## src/rtl/control_fsm.sv

```systemverilog
// control_fsm: multicycle datapath controller (Moore FSM).
// Outputs decode only from the registered state and the held instruction word.
// Build option: define CTRL_ILLEGAL_TRAP_EN to send undefined opcodes to HALT
// instead of treating them as a two-cycle no-op.
module control_fsm (
  input  logic        clk,
  input  logic        reset,
  input  logic [31:0] IReg_out,
  output logic        PCWrite,
  output logic        MemRead,
  output logic        MemWrite,
  output logic        IRWrite,
  output logic        MemtoReg,
  output logic        ALUSrcA,
  output logic        RegWrite,
  output logic        LUI,
  output logic        SWB,
  output logic [1:0]  PCSource,
  output logic [1:0]  ALUSrcB,
  output logic [2:0]  BranchType,
  output logic [3:0]  ALUOp,
  output logic [3:0]  state,
  output logic        halted
);

  typedef enum logic [3:0] {
    S_IDLE   = 4'd0,
    S_FETCH  = 4'd1,
    S_DECODE = 4'd2,
    S_EXEC_R = 4'd3,
    S_EXEC_I = 4'd4,
    S_ALU_WB = 4'd5,
    S_MEM_RD = 4'd6,
    S_LW_WB  = 4'd7,
    S_MEM_WR = 4'd8,
    S_BRANCH = 4'd9,
    S_JUMP   = 4'd10,
    S_LUI_EX = 4'd11,
    S_LUI_WB = 4'd12,
    S_HALT   = 4'd15
  } state_t;

  localparam logic [5:0] OP_RTYPE = 6'b000000;
  localparam logic [5:0] OP_ADDI  = 6'b000001;
  localparam logic [5:0] OP_ANDI  = 6'b000010;
  localparam logic [5:0] OP_ORI   = 6'b000011;
  localparam logic [5:0] OP_LUI   = 6'b000100;
  localparam logic [5:0] OP_LW    = 6'b000101;
  localparam logic [5:0] OP_SW    = 6'b000110;
  localparam logic [5:0] OP_J     = 6'b000111;
  localparam logic [5:0] OP_BEQ   = 6'b001000;
  localparam logic [5:0] OP_BNE   = 6'b001001;
  localparam logic [5:0] OP_BLT   = 6'b001010;
  localparam logic [5:0] OP_HALT  = 6'b111111;

  localparam logic [3:0] ALU_ADD   = 4'b0000;
  localparam logic [3:0] ALU_AND   = 4'b0010;
  localparam logic [3:0] ALU_OR    = 4'b0011;
  localparam logic [3:0] ALU_PASSB = 4'b0111;

  state_t     cur_state;
  state_t     nxt_state;
  logic [5:0] opcode;
  logic [3:0] funct;
  logic       is_branch_op;
  logic       unused_ir_bits;

  assign opcode         = IReg_out[31:26];
  assign funct          = IReg_out[3:0];
  assign is_branch_op   = (opcode == OP_BEQ) || (opcode == OP_BNE) || (opcode == OP_BLT);
  assign unused_ir_bits = ^IReg_out[25:4];
  assign state          = cur_state;

  // State register with synchronous reset to IDLE.
  always_ff @(posedge clk) begin
    if (reset) cur_state <= S_IDLE;
    else       cur_state <= nxt_state;
  end

  // Next-state selection and Moore output decode.
  always_comb begin
    nxt_state  = cur_state;
    PCWrite    = 1'b0;
    MemRead    = 1'b0;
    MemWrite   = 1'b0;
    IRWrite    = 1'b0;
    MemtoReg   = 1'b0;
    ALUSrcA    = 1'b0;
    RegWrite   = 1'b0;
    LUI        = 1'b0;
    SWB        = 1'b0;
    PCSource   = 2'b00;
    ALUSrcB    = 2'b00;
    BranchType = 3'b000;
    ALUOp      = ALU_ADD;
    halted     = 1'b0;

    unique case (cur_state)
      S_IDLE: nxt_state = S_FETCH;

      S_FETCH: begin
        IRWrite   = 1'b1;
        PCWrite   = 1'b1;
        ALUSrcB   = 2'b01;
        nxt_state = S_DECODE;
      end

      S_DECODE: begin
        SWB = (opcode == OP_SW) || is_branch_op;
        unique case (opcode)
          OP_RTYPE:              nxt_state = S_EXEC_R;
          OP_ADDI, OP_ANDI,
          OP_ORI:                nxt_state = S_EXEC_I;
          OP_LUI:                nxt_state = S_LUI_EX;
          OP_LW:                 nxt_state = S_MEM_RD;
          OP_SW:                 nxt_state = S_MEM_WR;
          OP_J:                  nxt_state = S_JUMP;
          OP_BEQ, OP_BNE,
          OP_BLT:                nxt_state = S_BRANCH;
          OP_HALT:               nxt_state = S_HALT;
`ifdef CTRL_ILLEGAL_TRAP_EN
          default:               nxt_state = S_HALT;
`else
          default:               nxt_state = S_FETCH;
`endif
        endcase
      end

      S_EXEC_R: begin
        ALUSrcA   = 1'b1;
        ALUOp     = funct;
        nxt_state = S_ALU_WB;
      end

      S_EXEC_I: begin
        ALUSrcA = 1'b1;
        if (opcode == OP_ADDI) begin
          ALUSrcB = 2'b10;
          ALUOp   = ALU_ADD;
        end else begin
          ALUSrcB = 2'b11;
          ALUOp   = (opcode == OP_ANDI) ? ALU_AND : ALU_OR;
        end
        nxt_state = S_ALU_WB;
      end

      S_ALU_WB: begin
        RegWrite  = 1'b1;
        nxt_state = S_FETCH;
      end

      S_LUI_EX: begin
        ALUSrcB   = 2'b11;
        ALUOp     = ALU_PASSB;
        LUI       = 1'b1;
        nxt_state = S_LUI_WB;
      end

      S_LUI_WB: begin
        RegWrite  = 1'b1;
        LUI       = 1'b1;
        nxt_state = S_FETCH;
      end

      S_MEM_RD: begin
        MemRead   = 1'b1;
        nxt_state = S_LW_WB;
      end

      S_LW_WB: begin
        MemtoReg  = 1'b1;
        RegWrite  = 1'b1;
        nxt_state = S_FETCH;
      end

      S_MEM_WR: begin
        SWB       = 1'b1;
        MemWrite  = 1'b1;
        nxt_state = S_FETCH;
      end

      S_BRANCH: begin
        SWB        = 1'b1;
        BranchType = {1'b0, opcode[1:0]} + 3'd1;
        nxt_state  = S_FETCH;
      end

      S_JUMP: begin
        PCWrite   = 1'b1;
        PCSource  = 2'b10;
        nxt_state = S_FETCH;
      end

      S_HALT: begin
        halted    = 1'b1;
        nxt_state = S_HALT;
      end

      default: nxt_state = S_IDLE;
    endcase
  end

endmodule

```

## config.mk

```make
export PLATFORM = sky130hd
export DESIGN_NAME = control_fsm
export DESIGN_NICKNAME = d
export VERILOG_FILES = /design/src/rtl/control_fsm.sv
export SDC_FILE = /design/constraint.sdc
export NUM_CORES = 1
export LEC_CHECK = 0
export BUFFER_PORTS_ARGS = -buffer_cell sky130_fd_sc_hd__buf_2
export CORE_MARGIN = 5
export CORE_UTILIZATION = 39
export DETAILED_ROUTE_END_ITERATION = 12
export PLACE_DENSITY = 0.8
export SLEW_MARGIN = 20
export SYNTH_ARGS = -nofsm -noshare
export SYNTH_HDL_FRONTEND = slang
export SYNTH_SLANG_ARGS = --single-unit
```

## constraint.sdc

```tcl
create_clock -name clk -period 1.4 [get_ports clk]
set_input_delay 0 -clock clk [delete_from_list [all_inputs] [get_ports clk]]
set_output_delay 0 -clock clk [all_outputs]
set_load 0.02 [all_outputs]
```

* Yosys cells after proc, flatten, opt, wreduce, memory -nomap -nowiden
Index checks and enable logic that the tools add are counted.
Storage, ports and cells: flip-flop bits (word level) 4, input port bits 34, output and inout bits 25, word-level logic and storage cells 58
Cells by class: add/subtract/negate cells 1, equal/unequal tests 24, multiplexer cells 19, reductions and logical operators 13
Operator list (number):
- $pmux 4 s8 | 1
- $pmux 4 s7 | 1
- $eq 4x4->1 const B | 6
- $eq 6x3->1 const B | 4
- $eq 6x4->1 const B | 3
- $eq 4x3->1 const B | 4
- $eq 6x2->1 const B | 2
- $pmux 4 s3 | 1
- $mux 1 | 11
- $reduce_or 3->1 | 3
- $eq 4x2->1 const B | 2
- $reduce_or 2->1 | 4
- $reduce_or 7->1 | 1
- $eq 6x1->1 const B | 1
- $eq 6x6->1 const B | 1
- $logic_not 6->1 | 1
- $pmux 2 s3 | 1
- $eq 4x1->1 const B | 1
- $logic_not 4->1 | 1
- $mux 2 | 2
- $add 2x1->3 const B | 1
- $logic_or 1x1->1 | 3
- $mux 3 | 1
- $pmux 1 s2 | 1

* Logic depth before layout (Yosys ltp)
Gate-level depths: netlist (run 1).
word-level depth 5, depth in mapped cells 6, mapped depth without buffers 6

* Worst setup path after synthesis (run 1)
Ideal clock, no wire load.
path type register to register, start point register cur_state[0], in the netlist state[0], end point register cur_state[0], in the netlist state[0], library setup time 0.135 ns, arrival 1.551 ns, data required time 1.265 ns, setup slack -0.286 ns, cell stages (with the launch flop) 5, buffers on the path 0, period minus slack after synthesis 1.686 ns, cells stage by stage dfxtp_1 -> nor2b_1 -> nor3b_1 -> a311o_1 -> a41oi_1
Between the ends: cells in the longest elaborated chain, start to end 3, elaborated cells between the ends (all ways) 17, those cells by class eq/ne: 13; mux: 1; reduce/logical: 3
RTL lines:
- from (decl) | line 61 | state_t cur_state;
- from (signal assigned) | line 77 | else cur_state <= nxt_state;
- $eq 4x4->1, or another cell as far along | line 98 | unique case (cur_state)
- $reduce_or 7->1 (no source line) or $reduce_or 2->1 (tied branches)
- $pmux 4 s7 * | line 98
Mark *: on every way between the ends. The rest lies on a longest branch, timed or not. A chain may end at the register's enable or synchronous reset.

* Worst setup path after layout (run 1)
start point register cur_state[3], in the netlist state[3], end point output port ALUOp[1]
Between the ends: cells in the longest elaborated chain, start to end 2, elaborated cells between the ends (all ways) 4, those cells by class eq/ne: 3; mux: 1
RTL lines:
- $eq 4x4->1, or another cell as far along | line 98
- $pmux 4 s3 * | line 98
- to (decl) | line 21 | output logic [3:0] ALUOp,
Marks and branches as above.

==> results of run 1 <==
cell usage in the layout (no fill, tap or decap), types with 2 or more instances in the layout:
cell / count
buf_2: 32
buf_4: 14
o21ai_0: 8
nor2_1: 6
a21oi_1: 5
and3_1: 5
buf_6: 5
nand2b_4: 4
nand2_1: 4
inv_1: 3
o21a_1: 3
nor2_2: 3
nor2b_1: 3
ha_1: 3
clkbuf_4: 3
o21ai_1: 2
nand3_1: 2
nand2b_1: 2
nor3_1: 2
and2b_2: 2
xor2_1: 2
mux2_2: 2
nor4b_1: 2
o31ai_1: 2
a311o_1: 2
dfxtp_4: 2
dfxtp_2: 2
kinds of logic (layout without fill, tap and decap cells):
family          after synthesis  in the layout  share of synthesized area
xor+xnor                      3              3                    0.03590
simple gates                 48             48                     0.4103
mux                           2              2                    0.03077
other cells                   1              1                   0.005123
buf+inv                      10             58                    0.06323
flops                         4              4                     0.1094
fa+ha+maj                     4              4                    0.06838
compound gates               31             31                     0.2769
final timing paths:
path / from / to / slack [ns] / depth (start not counted)
max: state[3] / ALUOp[1] / -0.02 / 5
min: IReg_out[28] / state[3] / 0.24 / 4
max reg2reg: state[2] / state[0] / 0.10 / 5
min reg2reg: state[0] / state[1] / 0.57 / 2
power by group through the flow:
stage | clock, mW | sequential, mW | combinational, mW
floorplan | 0 | 0.147 | 0.189
global placement | 0 | 0.147 | 0.297
detailed placement | 0 | 0.148 | 0.306
CTS | 0.150 | 0.150 | 0.328
global route | 0.162 | 0.150 | 0.402
finish | 0.147 | 0.149 | 0.369
area by class of cell:
type	instances	area [µm²]
clock buffers	3	22.52
fillers	161	585.6
inverters	3	11.26
multi-input cells	89	691.9
flip-flops and latches	4	90.09
well taps	25	31.28
repair buffers	52	331.6
worst reg2reg max path, stage by stage (launching register included):
cell and delay, ns:
dfxtp_2 0.36, buf_4 0.19, xnor2_1 0.13, nand2_1 0.07, a311o_1 0.31, a41oi_1 0.15
routing by layer:
metal | GRT usage | vias up | part of all wire
li1 | - | 477 | -
met1 | 0.1927 | 430 | 0.43
met2 | 0.3061 | 32 | 0.50
met3 | 0.03662 | 0 | 0.067
met4 | 0.04681 | 0 | 0
met5 | 0 | - | 0
timing repair:
action | CTS | global route
hold buffers | 1 | 0
setup buffers | 0 | 3
pin swaps | 0 | 1
hold endpoints to repair | 2 | 0
setup endpoints to repair | 12 | 12
gates resized for setup | 12 | 16
==> metrics.md, run 1 <==
| Metric | Value |
|---|---|
| Sw Share | `0.4034` |
| Fmax | `between 0.7 and 0.8 GHz` |
| CTS tree | `done` |
| Tcrit/Tclk final | `1.015` |
| Synth top area share | `0.1094` |
| Die area | `about 2800 µm²` |
| CP arrival | `~1.4 ns` |
| Cell Area, Placed | `1022 µm²` |
| Area grow syn2layout | `61.03%` |
| Design Area, Final | `1179 µm²` |
| Die W | `53.32 µm` |
| Hold crit path type | `primary input to register` |
| CP Class | `register to primary output` |
| Leakage | `~0.56 nW` |
| Final Util | `0.6681` |
| Seq pwr share | `0.224` |
| Synthesized area per cell | `7.106 µm²` |
| Core ar. | `roughly 1800 µm²` |
| Die Ht | `53.32 µm` |
| Yosys top cell by area | `dfxtp_1` |
| Most numerous cell on the critical path | `nand2b_4` |
| Worst Skew | `between 0.004 and 0.005 ns` |
| Setup violators final | `4` |
| Peak VDD IR | `~0.55 mV` |
| Share of post-route cells with drive strength above 1 | `0.5430` |
| Final Critical Period | `around 1.4 ns` |
| RSZ-0062 raised after global routing | `true` |
| Critical path, cell by cell | `nand2b_4, or3_4, a21oi_4, nand2b_4, buf_6` |
| Antenna violations before repair | `0` |
| WL final | `around 2.5 mm` |
| Top cells by area in the synthesized netlist | `dfxtp_1, ha_1, o21ai_0` |
| Initial DRC count | `13` |
| Synthesis Warnings | `0` |
| Failing checks | `setup timing` |
| Count leader, synth | `o21ai_0` |
| Ports | `59` |
| Worst Path Buf+Inv | `1` |
| Detail Route Antenna Nets | `0` |
| Dominant synthesized flop cell | `dfxtp_1` |
| Fin. Hold Viols | `0` |
| P_int | `0.3965 mW` |
| Final WS setup | `-0.02124 ns` |
| Switch Pwr | `around 0.27 mW` |
| Max Cap Viol | `0` |
| Total Power | `0.6645 mW` |
| Setup TNS | `-0.04275 ns` |
| Final nets | `around 190` |
| WL per Instance | `~14 µm` |
| Post-Syn Area | `732.0 µm²` |
| RePlAce Congestion | `0.9322` |
| Critical-path top delay cell | `or3_4` |
| H-tree levels | `1` |
| CTS Sinks | `4` |
| Max Root-Sink Buffers | `2` |
| Post-synth top cells | `o21ai_0, nor2_1, a21oi_1` |
| Post-Place Worst Slack | `-0.02132 ns` |
| DP Wirelength | `1.736 mm` |
| Pin count of the biggest net entering global routing | `22` |
| Hold slack | `0.2358 ns` |
| DR vias/cell | `approximately 5.3` |
| First-pass GRT wire length | `3.615 mm` |
| Number of global-route vias before repair | `between 800 and 900` |
| Initial Util | `0.4149` |
| Crit path max-delay family | `simple AND/OR/NAND/NOR gates` |
| Total CTS buffers | `3` |
| EDFF count, synth | `0` |
| Critical Path Source Type | `register` |
| CP max FO | `3` |
| DR vias | `939` |
| Register area share after synthesis | `0.1094` |
| Drc violations | `0` |
| Comb pwr share | `0.556` |
| Largest register FFs | `4` |
| GR Overflow Total | `0` |
| # diodes | `0` |
| Power Density | `563.8 nW/µm²` |
| Worst skew pair latency | `0.24 ns` |
| Worst-path clk slew | `around 0.04 ns` |
| # rows | `15` |
| Async set or reset register ratio after synthesis | `0` |
| GRT Util Overall | `0.1682` |
| Syn_nets | `141` |
| Finished Layout Cells | `176` |
| WP data required | `around 1.4 ns` |
| Clock power frac | `0.220` |
| Flops & latches, synth | `4` |
| PortBufs | `35` |
| Outcome | `complete, but fails checks` |
| Post-Place Cells | `around 170` |
| Largest stage delay, worst path | `between 0.3 and 0.4 ns` |
| Final slew viol count | `0` |
| Worst Setup End Kind | `primary output` |
| Pre-antenna DRT Iters | `4` |
| Post-Syn Instances | `103` |
| Clk root buf | `clkbuf_4` |
| Synth cell types | `42` |
Note: power is estimated with default switching activity, not from simulation.
==> run 2, diff against run 1 <==
--- a/config.mk
+++ b/config.mk
@@ -9,6 +9,7 @@
 export CORE_MARGIN = 5
 export CORE_UTILIZATION = 39
 export DETAILED_ROUTE_END_ITERATION = 12
+export GPL_TIMING_DRIVEN = 0
 export PLACE_DENSITY = 0.8
 export SLEW_MARGIN = 20
 export SYNTH_ARGS = -nofsm -noshare
==> constraint.sdc (replaced) <==
create_clock -name clk -period 1.4 [get_ports clk]
set_input_delay 0.28 -clock clk [delete_from_list [all_inputs] [get_ports clk]]
set_output_delay 0.28 -clock clk [all_outputs]
set_load 0.02 [all_outputs]
==> metrics.md, run 2 <==
| Metric | Value |
|---|---|
| Synthesis Warnings | `0` |
| Post-synth top cells | `o21ai_0, nor2_1, a21oi_1` |
| # rows | `15` |
| Die Ht | `53.32 µm` |
| CTS Sinks | `4` |
| Outcome | `aborted with a tool error` |
| Synth top area share | `0.1094` |
| Initial Util | `0.4149` |
| Total CTS buffers | `3` |
| RePlAce Congestion | `0.7920` |
| Clk root buf | `clkbuf_4` |
| EDFF count, synth | `0` |
| Synth cell types | `42` |
| Count leader, synth | `o21ai_0` |
| Syn_nets | `141` |
| Failed at | `global routing (5_1_grt)` |
| Pin count of the biggest net entering global routing | `11` |
| Post-Syn Area | `732.0 µm²` |
| Async set or reset register ratio after synthesis | `0` |
| Post-Syn Instances | `103` |
| H-tree levels | `1` |
| Synthesized area per cell | `7.106 µm²` |
| PortBufs | `35` |
| Register area share after synthesis | `0.1094` |
| DP Wirelength | `1.885 mm` |
| Hold Buf Count CTS | `0` |
| Error msg | `[ERROR DPL-0038] Utilization greater than 100%, impossible to legalize` |
| Kind of the worst endpoint | `top-level output` |
| GRT repair_timing worst endpoint | `ALUSrcB[0]` |
| Max Root-Sink Buffers | `2` |
| Yosys top cell by area | `dfxtp_1` |
| Flops & latches, synth | `4` |
| Die W | `approximately 53 µm` |
| Top cells by area in the synthesized netlist | `dfxtp_1, ha_1, o21ai_0` |
| Dominant synthesized flop cell | `dfxtp_1` |
| Ports | `59` |
==> run 2: repair_timing <==
action	in CTS
resized for setup	77
setup endpoints to repair	24
cloned	1
setup buffers	16
pin swaps	16
==> run 2: cell families after synthesis <==
logic type               after synthesis  share of synthesized area
adder cells (fa/ha/maj)                4                    0.06838
AO/OA/AOI/OAI                         31                     0.2769
flip-flops                             4                     0.1094
XOR/XNOR                               3                    0.03590
buffers and inverters                 10                    0.06323
AND/OR/NAND/NOR                       48                     0.4103
other                                  1                   0.005123
multiplexers                           2                    0.03077
==> run 2: stage by stage <==
step / instance area [µm²] / TNS [ns] / hold slack (ns) / setup slack [ns] / cells
after detailed placement: 1154 / -2.874 / 0.5084 / -0.5814 / 163
after floorplan: 947.2 / -0.4985 / 0.3394 / -0.1644 / 103
after global placement: 1154 / -2.432 / 0.5117 / -0.5416 / 163
after CTS: 1634 / -3.834 / 0.2684 / -0.4248 / 183
==> run 3, diff against run 2 <==
--- a/config.mk
+++ b/config.mk
@@ -6,11 +6,11 @@
 export NUM_CORES = 1
 export LEC_CHECK = 0
 export BUFFER_PORTS_ARGS = -buffer_cell sky130_fd_sc_hd__buf_2
-export CORE_MARGIN = 5
-export CORE_UTILIZATION = 39
+export CORE_AREA = 5 5 66 68
 export DETAILED_ROUTE_END_ITERATION = 12
+export DIE_AREA = 0 0 71 73
 export GPL_TIMING_DRIVEN = 0
-export PLACE_DENSITY = 0.8
+export PLACE_DENSITY_LB_ADDON = 0.15
 export SLEW_MARGIN = 20
 export SYNTH_ARGS = -nofsm -noshare
 export SYNTH_HDL_FRONTEND = slang
==> metrics.md, run 3 (same netlist as run 1, synthesis figures left out) <==
| Metric | Value |
|---|---|
| Outcome | `complete, but fails checks` |
| GR Overflow Total | `0` |
| Detail Route Antenna Nets | `0` |
| Fin. Hold Viols | `0` |
| Max Root-Sink Buffers | `2` |
| H-tree levels | `1` |
| Worst-path clk slew | `0.03 ns` |
| Final nets | `~220` |
| Initial DRC count | `25` |
| Worst Skew | `0.003680 ns` |
| Share of post-route cells with drive strength above 1 | `0.7841` |
| Ports | `between 50 and 60` |
| Final WS setup | `-0.4012 ns` |
| # diodes | `0` |
| Worst skew pair latency | `0.22 ns` |
| Hold slack | `0.2988 ns` |
| Launch point of the worst path | `IReg_out[26]` |
| Fmax | `0.5552 GHz` |
| DP Wirelength | `just over 2 mm` |
| Peak VDD IR | `0.4654 mV` |
| DR vias/cell | `4.770` |
| Leakage | `0.8112 nW` |
| CP Class | `primary input to primary output` |
| Setup violators final | `21` |
| Final slew viol count | `0` |
| Number of global-route vias before repair | `1,157` |
| Area grow syn2layout | `174.9%` |
| WP data required | `approximately 1.1 ns` |
| Pin count of the biggest net entering global routing | `11` |
| GRT Util Overall | `0.1277` |
| CTS Sinks | `4` |
| Reg2reg path depth | `8` |
| Die area | `~5200 µm²` |
| Max Cap Viol | `0` |
| First-pass GRT wire length | `5.471 mm` |
| CTS tree | `done` |
| PortBufs | `35` |
| Total CTS buffers | `3` |
| Antenna violations before repair | `0` |
| WL final | `3.318 mm` |
| Setup TNS | `-3.849 ns` |
| Largest register FFs | `4` |
| Die Ht | `approximately 73 µm` |
| WL per Instance | `between 10 and 15 µm` |
| Critical Path Source Type | `primary input` |
| Final Critical Period | `1.801 ns` |
| Drc violations | `0` |
| Hold path start | `reset` |
| Hold path cells | `2` |
| CP max FO | `2` |
| RePlAce Congestion | `0.7940` |
| Final Util | `0.5296` |
| Core ar. | `3799 µm²` |
| Total Power | `1.017 mW` |
| Failing checks | `setup timing` |
| RSZ-0062 raised after global routing | `true` |
| Clk root buf | `clkbuf_8` |
| Post-Place Cells | `188` |
| Die W | `71 µm` |
| CP arrival | `1.52 ns` |
| Commonest non-fill, non-tap cells in the layout | `buf_6, buf_4, buf_2` |
| Power Density | `505.4 nW/µm²` |
| # rows | `23` |
| Worst Setup End Kind | `primary output` |
| Worst r2r src | `state[1]` |
| Most common cell after layout, fill and taps aside | `buf_6` |
| Tcrit/Tclk final | `1.287` |
| Hold Buf Count CTS | `0` |
| Pre-antenna DRT Iters | `4` |
| Finished Layout Cells | `226` |
| DR vias | `1,078` |
| Initial Util | `0.1927` |
| Hold crit path type | `primary input to register` |
-- run 3: power breakdown --
part | internal, mW | switching (mW) | total, mW | leakage, nW
sequential | 0.125 | 0.0222 | 0.147 | 0.0353
combinational | 0.329 | 0.289 | 0.618 | 0.753
clock | 0.194 | 0.0579 | 0.252 | 0.0228
total | 0.648 | 0.369 | 1.02 | 0.811
-- run 3: area by class of cell --
cell class / count / area (µm²)
fillers: 357 / 1787
multi-input cells: 89 / 968.4
repair buffers: 69 / 683.2
plain buffers: 7 / 120.1
flip-flops and latches: 4 / 92.59
well taps: 50 / 62.56
clock buffers: 4 / 45.04
inverters: 3 / 40.04
-- run 3: critical path: stages --
cell and delay, ns:
buf_12 0.09, buf_4 0.12, ha_4 0.13, or3_4 0.12, o2111ai_4 0.11, or3_4 0.40
a21oi_4 0.13, buf_6 0.13
-- run 3: final timing paths --
path         endpoint  slack, ns
max               SWB      -0.40
min          state[2]       0.30
max reg2reg  state[0]          0
min reg2reg  state[1]       0.74
-- run 3: metrics by stage --
| stage | instance area [µm²] | setup WS [ns] |
|---|---|---|
| 2_1_floorplan | 947.2 | -0.1644 |
| 3_3_place_gp | 1185 | -0.5669 |
| 3_5_place_dp | 1185 | -0.5732 |
| 4_1_cts | 1873 | -0.4298 |
| 5_1_grt | 2012 | -0.4533 |
| 6_report | 2012 | -0.4012 |
-- run 3: what timing repair did --
action,in CTS,in global routing
cloned,0,0
setup buffers,30,8
pin swaps,15,15
endpoints found under the setup margin,24,23
resized for setup,94,30
-- run 3: metal layers --
layer / up-vias / track usage / wire length [µm]
li1: 535 / - / -
met1: 519 / 0.1430 / 1321
met2: 24 / 0.2482 / 1831
met3: 0 / 0.03030 / 164
met4: 0 / 0.01879 / 0
met5: - / 0 / 0
==> run 4, diff against run 3 <==
--- a/config.mk
+++ b/config.mk
@@ -10,8 +10,6 @@
 export DETAILED_ROUTE_END_ITERATION = 12
 export DIE_AREA = 0 0 71 73
 export GPL_TIMING_DRIVEN = 0
-export PLACE_DENSITY_LB_ADDON = 0.15
-export SLEW_MARGIN = 20
 export SYNTH_ARGS = -nofsm -noshare
 export SYNTH_HDL_FRONTEND = slang
 export SYNTH_SLANG_ARGS = --single-unit
==> metrics.md, run 4 (same netlist as run 1, synthesis figures left out) <==
| Metric | Value |
|---|---|
| Outcome | `complete, but fails checks` |
| Failing checks | `setup timing` |
| Setup TNS | `-3.772 ns` |
| P_int | `about 0.65 mW` |
| Switch Pwr | `0.3868 mW` |
| Ports | `59` |
| Initial Util | `0.1927` |
| Largest stage delay, worst path | `0.40 ns` |
| Tcrit/Tclk final | `1.276` |
| Worst Path Buf+Inv | `2` |
| Met2 GRT Util | `0.2245` |
| Worst-path clk slew | `around 0.030 ns` |
| # diodes | `0` |
| Hold slack | `0.2934 ns` |
| Commonest non-fill, non-tap cells in the layout | `buf_6, buf_4, buf_2` |
| Worst Setup End Kind | `primary output` |
| Largest register FFs | `4` |
| H-tree levels | `1` |
| WP data required | `1.12 ns` |
| Worst Skew | `0.002696 ns` |
| Sequential Area | `95.09 µm²` |
| Die area | `around 5200 µm²` |
| Worst skew pair latency | `0.22 ns` |
| Comb pwr share | `0.623` |
| GR Util met3 | `0.04270` |
| DR vias | `1,107` |
| Seq pwr share | `0.139` |
| Die Ht | `73 µm` |
| Antenna violations before repair | `0` |
| FF-to-FF setup slack | `-0.01 ns` |
| Total CTS buffers | `3` |
| Final WS setup | `-0.3861 ns` |
| Clk root buf | `clkbuf_8` |
| Final nets | `roughly 220` |
| Crit path max-delay family | `simple AND/OR/NAND/NOR gates` |
| First-pass GRT wire length | `5.354 mm` |
| PortBufs | `35` |
| CTS Sinks | `4` |
| CTS tree | `done` |
| Sw Share | `0.3724` |
| Detail Route Antenna Nets | `0` |
| WL per Instance | `15.04 µm` |
| DP Wirelength | `1.977 mm` |
| Clock power frac | `0.238` |
| GRT Util Overall | `0.1279` |
| Initial DRC count | `45` |
| Fmax | `0.5599 GHz` |
| Post-Place Worst Slack | `-0.5750 ns` |
| Peak VDD IR | `0.2011 mV` |
| Pre-antenna DRT Iters | `4` |
| Drc violations | `0` |
| GR Overflow Total | `0` |
| Launch point of the worst path | `IReg_out[27]` |
| Met1 usage | `0.1467` |
| Max Cap Viol | `0` |
| Power Density | `490.1 nW/µm²` |
| Hold Buf Count CTS | `0` |
| CP Class | `primary input to primary output` |
| Pin count of the biggest net entering global routing | `11` |
| DR vias/cell | `4.751` |
| Area of the multi-input gates | `1002 µm²` |
| Most common cell after layout, fill and taps aside | `buf_6` |
| CP max FO | `4` |
| Critical Path Source Type | `primary input` |
| Post-Place Cells | `188` |
| WL final | `3.504 mm` |
| Area grow syn2layout | `189.6%` |
| Setup violators final | `19` |
| Final slew viol count | `0` |
| CP arrival | `between 1.5 and 2 ns` |
| Fill cells | `323` |
| Final Critical Period | `1.786 ns` |
| Hold crit path type | `primary input to register` |
| Leakage | `0.8476 nW` |
| Max Root-Sink Buffers | `2` |
| Worst r2r src | `state[3]` |
| Number of global-route vias before repair | `~1,100` |
| Worst Setup EP | `SWB` |
| Critical-path top delay cell | `or3_4` |
| Reg2reg path depth | `7` |
| Critical path depth | `7` |
| Gr busiest metal | `met2` |
| RePlAce Congestion | `0.8101` |
| RR Endpoint | `state[0]` |
| Critical path, cell by cell | `buf_6, ha_4, or3_4, o2111ai_4, or3_4, a21oi_4, buf_6` |
| Core ar. | `3799 µm²` |
| Finished Layout Cells | `233` |
| Die W | `71 µm` |
| RSZ-0062 raised after global routing | `true` |
| Share of post-route cells with drive strength above 1 | `0.8142` |
| # rows | `23` |
| Fin. Hold Viols | `0` |
run 4: power groups by stage:
stage               Clock, mW  Sequential, mW  Combinational, mW
floorplan                   0           0.152              0.239
global placement            0           0.146              0.353
detailed placement          0           0.146              0.354
CTS                     0.252           0.145              0.557
global route            0.261           0.145              0.685
finish                  0.248           0.144              0.647
run 4: area by class of cell:
type	count	share of cell area
Multi-Input combinational cell	89	0.4728
Timing Repair Buffer	77	0.3560
Buffer	7	0.05667
Sequential cell	4	0.04486
Tap cell	50	0.02952
Inverter	3	0.02066
Clock buffer	3	0.01948
run 4: metal layers:
| layer | vias up | part of all wire | routed length, µm |
|---|---|---|---|
| li1 | 545 | - | - |
| met1 | 518 | 0.38 | 1345 |
| met2 | 36 | 0.53 | 1871 |
| met3 | 8 | 0.060 | 209 |
| met4 | 0 | 0.022 | 78 |
| met5 | - | 0 | 0 |
run 4: per-stage QoR:
stage | util | cell area (µm²) | power (mW)
2_1_floorplan | - | 947.2 | 0.3916
3_3_place_gp | 0.3119 | 1185 | 0.4987
3_5_place_dp | 0.3119 | 1185 | 0.4999
4_1_cts | 0.4868 | 1849 | 0.9548
5_1_grt | 0.5580 | 2120 | 1.091
6_report | 0.5580 | 2120 | 1.039
run 4: worst min path at each step:
stage                     start       end  slack (ns)  depth (start not counted)
after CTS                 reset  state[2]        0.27                          2
after detailed placement  reset  state[2]        0.50                          2
after global routing      reset  state[1]        0.30                          2
after floorplan           reset  state[1]        0.34                          1
final                     reset  state[1]        0.29                          2
after global placement    reset  state[2]        0.51                          2
run 4: worst register-to-register path, cell delays in order, from the launching register on:
cell,delay (ns)
dfxtp_4,0.35
clkbuf_16,0.16
buf_12,0.11
nor3b_4,0.04
buf_4,0.13
buf_4,0.12
a311o_1,0.26
a41oi_1,0.14
run 4: what timing repair did:
action,CTS,global route
hold endpoints to repair,0,0
gates resized for setup,88,38
setup endpoints to repair,22,24
setup buffers,31,11
pin swaps,15,16
